**config.mk**
```make
export PLATFORM = sky130hd
export DESIGN_NAME = stream_demux_n
export DESIGN_NICKNAME = d
export VERILOG_FILES = /design/src/rtl/stream_demux_n.sv
export SDC_FILE = /design/constraint.sdc
export NUM_CORES = 1
export LEC_CHECK = 0
export CORE_ASPECT_RATIO = 0.7
export CORE_MARGIN = 2
export CORE_UTILIZATION = 46
export DETAILED_ROUTE_END_ITERATION = 10
export PLACE_DENSITY = 0.89
export SLEW_MARGIN = 20
export SYNTH_ARGS = -nofsm -noshare
export SYNTH_HDL_FRONTEND = slang
export SYNTH_SLANG_ARGS = --single-unit
```
**constraint.sdc**
```tcl
create_clock -name clk -period 2.77 [get_ports clk]
set_input_delay 0.554 -clock clk [delete_from_list [all_inputs] [get_ports clk]]
set_output_delay 0.554 -clock clk [all_outputs]
set_load 0.05 [all_outputs]
```
**src/rtl/stream_demux_n.sv**
```systemverilog
// 1-to-N_CH stream demultiplexer with one registered output slot per channel,
// fixed (sel) or round-robin scan routing. Optional per-channel beat counters under DEMUX_COUNT_EN.
module stream_demux_n #(
    parameter int WIDTH = 8,
    parameter int N_CH  = 8,
    parameter int SEL_W = 3,
    parameter int CNT_W = 16
) (
    input  logic                  clk,
    input  logic                  rst,
    input  logic                  en,
    input  logic                  mode,
    input  logic [SEL_W-1:0]      sel,
    input  logic [WIDTH-1:0]      in_data,
    input  logic                  in_valid,
    output logic                  in_ready,
    output logic [N_CH*WIDTH-1:0] out_data,
    output logic [N_CH-1:0]       out_valid,
    input  logic [N_CH-1:0]       out_ready,
    output logic [SEL_W-1:0]      cur_sel,
    output logic                  sel_err
`ifdef DEMUX_COUNT_EN
    ,
    output logic [N_CH*CNT_W-1:0] beat_cnt
`endif
);

    localparam logic [SEL_W:0]   N_CH_X  = (SEL_W + 1)'(N_CH);
    localparam logic [SEL_W-1:0] LAST_CH = SEL_W'(N_CH - 1);

    // Handshake: a beat moves on any edge where valid && ready on that interface.
    // in_ready never looks at in_valid; a slot's data is frozen while valid && !ready.
    logic [SEL_W-1:0]      scan_ptr_q, scan_ptr_d;
    logic [N_CH-1:0]       out_valid_q, out_valid_d;
    logic [N_CH*WIDTH-1:0] out_data_q, out_data_d;
    logic [SEL_W-1:0]      tgt;
    logic                  tgt_free;
    logic                  sel_err_c;
    logic                  in_ready_c;
    logic                  accept;
    logic [N_CH-1:0]       load;

    always_comb begin
        tgt       = mode ? scan_ptr_q : sel;
        sel_err_c = !mode && ({1'b0, sel} >= N_CH_X);
        tgt_free  = 1'b0;
        for (int k = 0; k < N_CH; k++) begin
            if (tgt == SEL_W'(k)) begin
                tgt_free = !out_valid_q[k] || out_ready[k];
            end
        end
        in_ready_c = en && !sel_err_c && tgt_free;
        accept     = in_valid && in_ready_c;
        for (int k = 0; k < N_CH; k++) begin
            load[k] = accept && (tgt == SEL_W'(k));
        end
    end

    // A load wins over a drain on the same slot, giving one beat per cycle per channel.
    always_comb begin
        out_valid_d = out_valid_q;
        out_data_d  = out_data_q;
        for (int k = 0; k < N_CH; k++) begin
            if (load[k]) begin
                out_valid_d[k]                = 1'b1;
                out_data_d[k*WIDTH +: WIDTH]  = in_data;
            end else if (out_ready[k]) begin
                out_valid_d[k] = 1'b0;
            end
        end
    end

    always_comb begin
        if (!mode) begin
            scan_ptr_d = '0;
        end else if (accept) begin
            scan_ptr_d = (scan_ptr_q == LAST_CH) ? '0 : scan_ptr_q + SEL_W'(1);
        end else begin
            scan_ptr_d = scan_ptr_q;
        end
    end

    always_ff @(posedge clk or posedge rst) begin
        if (rst) begin
            scan_ptr_q  <= '0;
            out_valid_q <= '0;
            out_data_q  <= '0;
        end else begin
            scan_ptr_q  <= scan_ptr_d;
            out_valid_q <= out_valid_d;
            out_data_q  <= out_data_d;
        end
    end

`ifdef DEMUX_COUNT_EN
    logic [N_CH*CNT_W-1:0] cnt_q, cnt_d;

    always_comb begin
        cnt_d = cnt_q;
        for (int k = 0; k < N_CH; k++) begin
            if (load[k]) begin
                cnt_d[k*CNT_W +: CNT_W] = cnt_q[k*CNT_W +: CNT_W] + CNT_W'(1);
            end
        end
    end

    always_ff @(posedge clk or posedge rst) begin
        if (rst) begin
            cnt_q <= '0;
        end else begin
            cnt_q <= cnt_d;
        end
    end

    assign beat_cnt = cnt_q;
`else
    // Counter-free build: nothing beyond the routing datapath.
`endif

    assign in_ready  = in_ready_c;
    assign out_data  = out_data_q;
    assign out_valid = out_valid_q;
    assign cur_sel   = tgt;
    assign sel_err   = sel_err_c;

endmodule
```
# Yosys cells after proc, flatten, opt, wreduce, memory -nomap -nowiden
# Cells that the tools add are included.
# totals
regBits,75
latch_bits,0
ram_bits,0
rom_bits,0
input_bits,24
out_inout_bits,77
n_memories,0
# classes
n_addsub,1
mul,0
n_div,0
order_cmp,0
n_eq_ne,9
n_shift,0
mux,28
n_bitwise,0
n_reduce_logical,35
# ops
op,count
$mux 1,24
$reduce_bool 2->1,8
$eq 3x3->1 const B,5
$mux 3,4
$logic_and 1x1->1,10
$logic_not 1->1,8
$logic_or 1x1->1,8
$eq 3x2->1 const B,2
$add 3x1->3 const B,1
$eq 3x1->1 const B,1
$logic_not 3->1,1
$ne 2x1->1 const B,1

# Longest topological paths before layout
# depth
depth_word,14
depth_mapped,8
mapped_depth_nobuf,6

# Worst setup path before layout
# Ideal clock, no wire load.
# synth_path
path_kind,input-to-output
from,input mode
to,output in_ready
arrival_ps,2280
required_ps,2216
slack_ps,-64
path_stages,7
cell_sequence,buf_4 -> mux2i_4 -> clkinv_2 -> and4_1 -> a211oi_2 -> a21oi_1 -> o21a_1
# synth_between
elab_chain_len,11
elab_cells_between_ends,18
# synth_lines
element,line,rtl
start: declaration,12,"input logic mode,"
$mux 3 (*),44,tgt = mode ? scan_ptr_q : sel;
net cur_sel[0],20,"output logic [SEL_W-1:0] cur_sel,"
$logic_not 3->1,48,if (tgt == SEL_W'(k)) begin
$mux 1 (7 in a row),48,
$mux 1 (*),48,
$logic_and 1x1->1 (*),52,in_ready_c = en && !sel_err_c && tgt_free;
end: declaration,16,"output logic in_ready,"
# Mark *: on every way through the listed nets, which the timed path passes. The rest lies on a longest branch.

# Worst setup path after layout
# layout_path
from,input mode
to,output in_ready
# layout_between
elab_chain_len,11
elab_cells_between_ends,18
# layout_lines
element,line
$mux 3 (*),44
$logic_not 3->1,48
$mux 1 (7 in a row),48
$mux 1 (*),48
$logic_and 1x1->1 (*),52
# Every way passes the cells marked *; elsewhere a longest branch is shown, timed or not.

==> impl_results.md <==
* Mean Syn Cell Area at 14.8 um^2
* Worst Setup End Kind: output port
* Starting Density at 47.0%
* H-tree levels at 3
* DIE AREA at 7520 um^2
* Core Area at 6690 um^2
* Register area share after synthesis at about three fifths
* GRT Total Usage at approximately 22%
* Leading area contributor after synthesis: dfrtp_1
* Worst VDD drop at approximately 0.00064 V
* Cell Rows at 25
* Fmax achieved at 375 MHz
* Hold Path Class: reg -> reg
* Antenna violations before repair at 0
* Dpl ws at -0.324 ns
* Worst-Skew Late Latency at approximately 0.35 ns
* Synthesized cell area at roughly 3100 um^2
* Sink Count at between 70 and 80
* Worst-path clk slew at 0.08 ns
* Slew @ Worst Pin at 0.686 ns
* Drt total wl at 7920 um
* Synth cell types at 39
* Grt total ovfl at 0
* Yosys warns at 0
* Die Height at 73.2 um
* Most common cell after layout, fill and taps aside: clkdlybuf4s50_1
* PwrDens at roughly 880 nW/um^2
* Max-Slew Margin vs Limit at 54.2%
* Area contributors post-synth: dfrtp_1 60%, mux2_2 20%, mux2_4 3.8%
* Port Buffers at 99
* Post-route ant nets at 0
* IO Pins at 101
* Layout area overhead at 51.8%
* TritonCTS clock tree: built
* Slowest CP cell: mux2i_4
* Final Cycle Share at 96.2%
* Total CTS buffers at 9
* Vias in the first global route at 2337
* Largest net degree at the start of global routing at 32
* DR iter-0 viols at 68
* Worst R2R Setup Slack at about 0.35 ns
* DRC Markers at 0
* Max Cap Viol at 0
* CP Max Fanout at 4
* Setup Viol. Count Final at 0
* CP Buf/Inv Count at 4
* Clock Path Buffers at 2
* Placed cell areas at 4510 um^2
* Outcome: finished, final reports clean
* Largest stage delay, worst path at 0.26 ns
* Delay-heaviest family, CP: buffers and inverters
* Synth Instances at 212
* Fin crit period at 2.66 ns
* Final Hold Viols at 0
* Global-route wire length before repair at ~12000 um
* Syn_nets at roughly 240
* CP Cell Sequence: clkbuf_2 > buf_6 > mux2i_4 > clkinv_4 > and4_1 > a211oi_2 > a21oi_1 > o21a_2 > buf_4
* WP data arrival at ~2.1 ns
* Final max-slew violation count at 0
* Placer Congestion at 0.836
* Flops & latches, synth at 75
* Skew final at 0.00752 ns
* RSZ-0062 raised after global routing: false
* DR vias/cell at about 5
* Post-layout power at 4.18 mW
* Startpoint Class: primary input
* Total vias in the final route at 2275
* Leakage power at 2.19 nW
* Final WS setup at around 0.11 ns
* Die width at 103 um
* Antenna cells at 0
* DP HPWL at 5850 um
* 1st-pass router iterations at 4
* Most frequent cells in the layout: 91 x clkdlybuf4s50_1, 75 x dfrtp_1, 57 x mux2_2
* Final nets at 380
* Fillers at 478
* DR WL/cell at 17.5 um
* Cell area after layout at 4770 um^2
* Area share of the largest cell type after synthesis at 59.7%
* Req. time, crit path at 2.22 ns
* Root Driver: clkbuf_8
* Kind of critical path: in -> out
* Share of cells above drive strength 1 at 38.4%
## worst paths after layout
check                               endpoint          start  cells past startpoint
min in group asynchronous       out_data[56]            rst                      2
max in group asynchronous       out_data[34]            rst                      3
worst min register to register  out_data[23]   out_data[23]                      1
worst max register to register   out_data[9]  scan_ptr_q[1]                      9
worst max-delay path                in_ready           mode                      9
worst min-delay path            out_data[23]   out_data[23]                      1
## area by class of cell
class,count,area (um^2),share of cell area [%]
multi-input cells,129,1250,26.1
repair buffers,135,1310,27.4
inverters,4,20.0,0.420
clock buffers,10,138,2.88
well taps,94,118,2.47
flip-flops and latches,75,1880,39.3
clock inverters,6,63.8,1.34
## cell usage after synthesis
library cell / instances
a21oi_1: 1
clkbuf_1: 1
or4_1: 1
buf_2: 1
nor3_1: 1
o21ai_1: 1
and2_1: 2
mux2i_4: 1
ha_1: 2
inv_2: 2
and3_1: 1
nor2b_1: 4
a211oi_2: 1
and3b_1: 1
dfrtp_1: 75
mux2i_1: 4
nand3_1: 1
o21ai_0: 1
o211ai_1: 3
or3b_2: 1
nand4_1: 1
a31oi_1: 1
nand2b_1: 6
mux2_4: 8
mux2_2: 57
clkinv_2: 1
or2_2: 2
conb_1: 1
buf_4: 2
and4_1: 1
nor2_1: 5
a2111oi_4: 1
nand2_1: 14
nand3b_1: 1
inv_1: 1
o21a_1: 1
mux2i_2: 2
o21ba_2: 1
nor4_4: 1
## power breakdown
part / switching, mW / leakage [nW] / internal [mW]
registers: 0.141 / 0.953 / 1.34
logic: 1.17 / 1.13 / 0.685
clock network: 0.403 / 0.0987 / 0.440
## metrics by stage
| step | TNS (ns) | instances | hold WS, ns | utilization [%] |
|---|---|---|---|---|
| final | 0 | 453 | 0.506 | 71.3 |
| after global routing | 0 | 453 | 0.519 | 71.3 |
| after CTS | 0 | 451 | 0.512 | 70.9 |
| after detailed placement | -8.40 | 433 | 0.494 | 67.4 |
| after global placement | -4.07 | 433 | 0.487 | 67.4 |
| after floorplan | 0 | 212 | 0.535 | - |
## logic make-up (layout without fill, tap and decap cells)
kind of cell | after synthesis | in the layout | synth area share [%]
simple gates | 43 | 43 | 7.76
mux | 72 | 72 | 27.1
compound gates | 11 | 11 | 3.22
buf+inv | 8 | 155 | 1.27
flops | 75 | 75 | 59.7
other cells | 1 | 1 | 0.119
fa+ha+maj | 2 | 2 | 0.796
## registers in the layout (all words and copies together), names as in the netlist
register	count
out_data	64
out_valid	8
scan_ptr_q	3
## routing by layer
layer / share of wire [%] / wire [um] / vias up / GRT usage, %
met5: 0 / 0 / - / 0
li1: - / - / 1041 / -
met2: 47 / 3690 / 74 / 34.4
met1: 43 / 3420 / 1152 / 28.0
met4: 1.1 / 85 / 0 / 6.29
met3: 9.2 / 725 / 8 / 10.6
## timing repair
item	4_1_cts	5_1_grt
pin swaps	2	1
setup endpoints to repair	1	1
resized for setup	4	6
hold buffers	0	0
setup buffers	2	2
No activity file was read; power rests on OpenSTA's default activity.
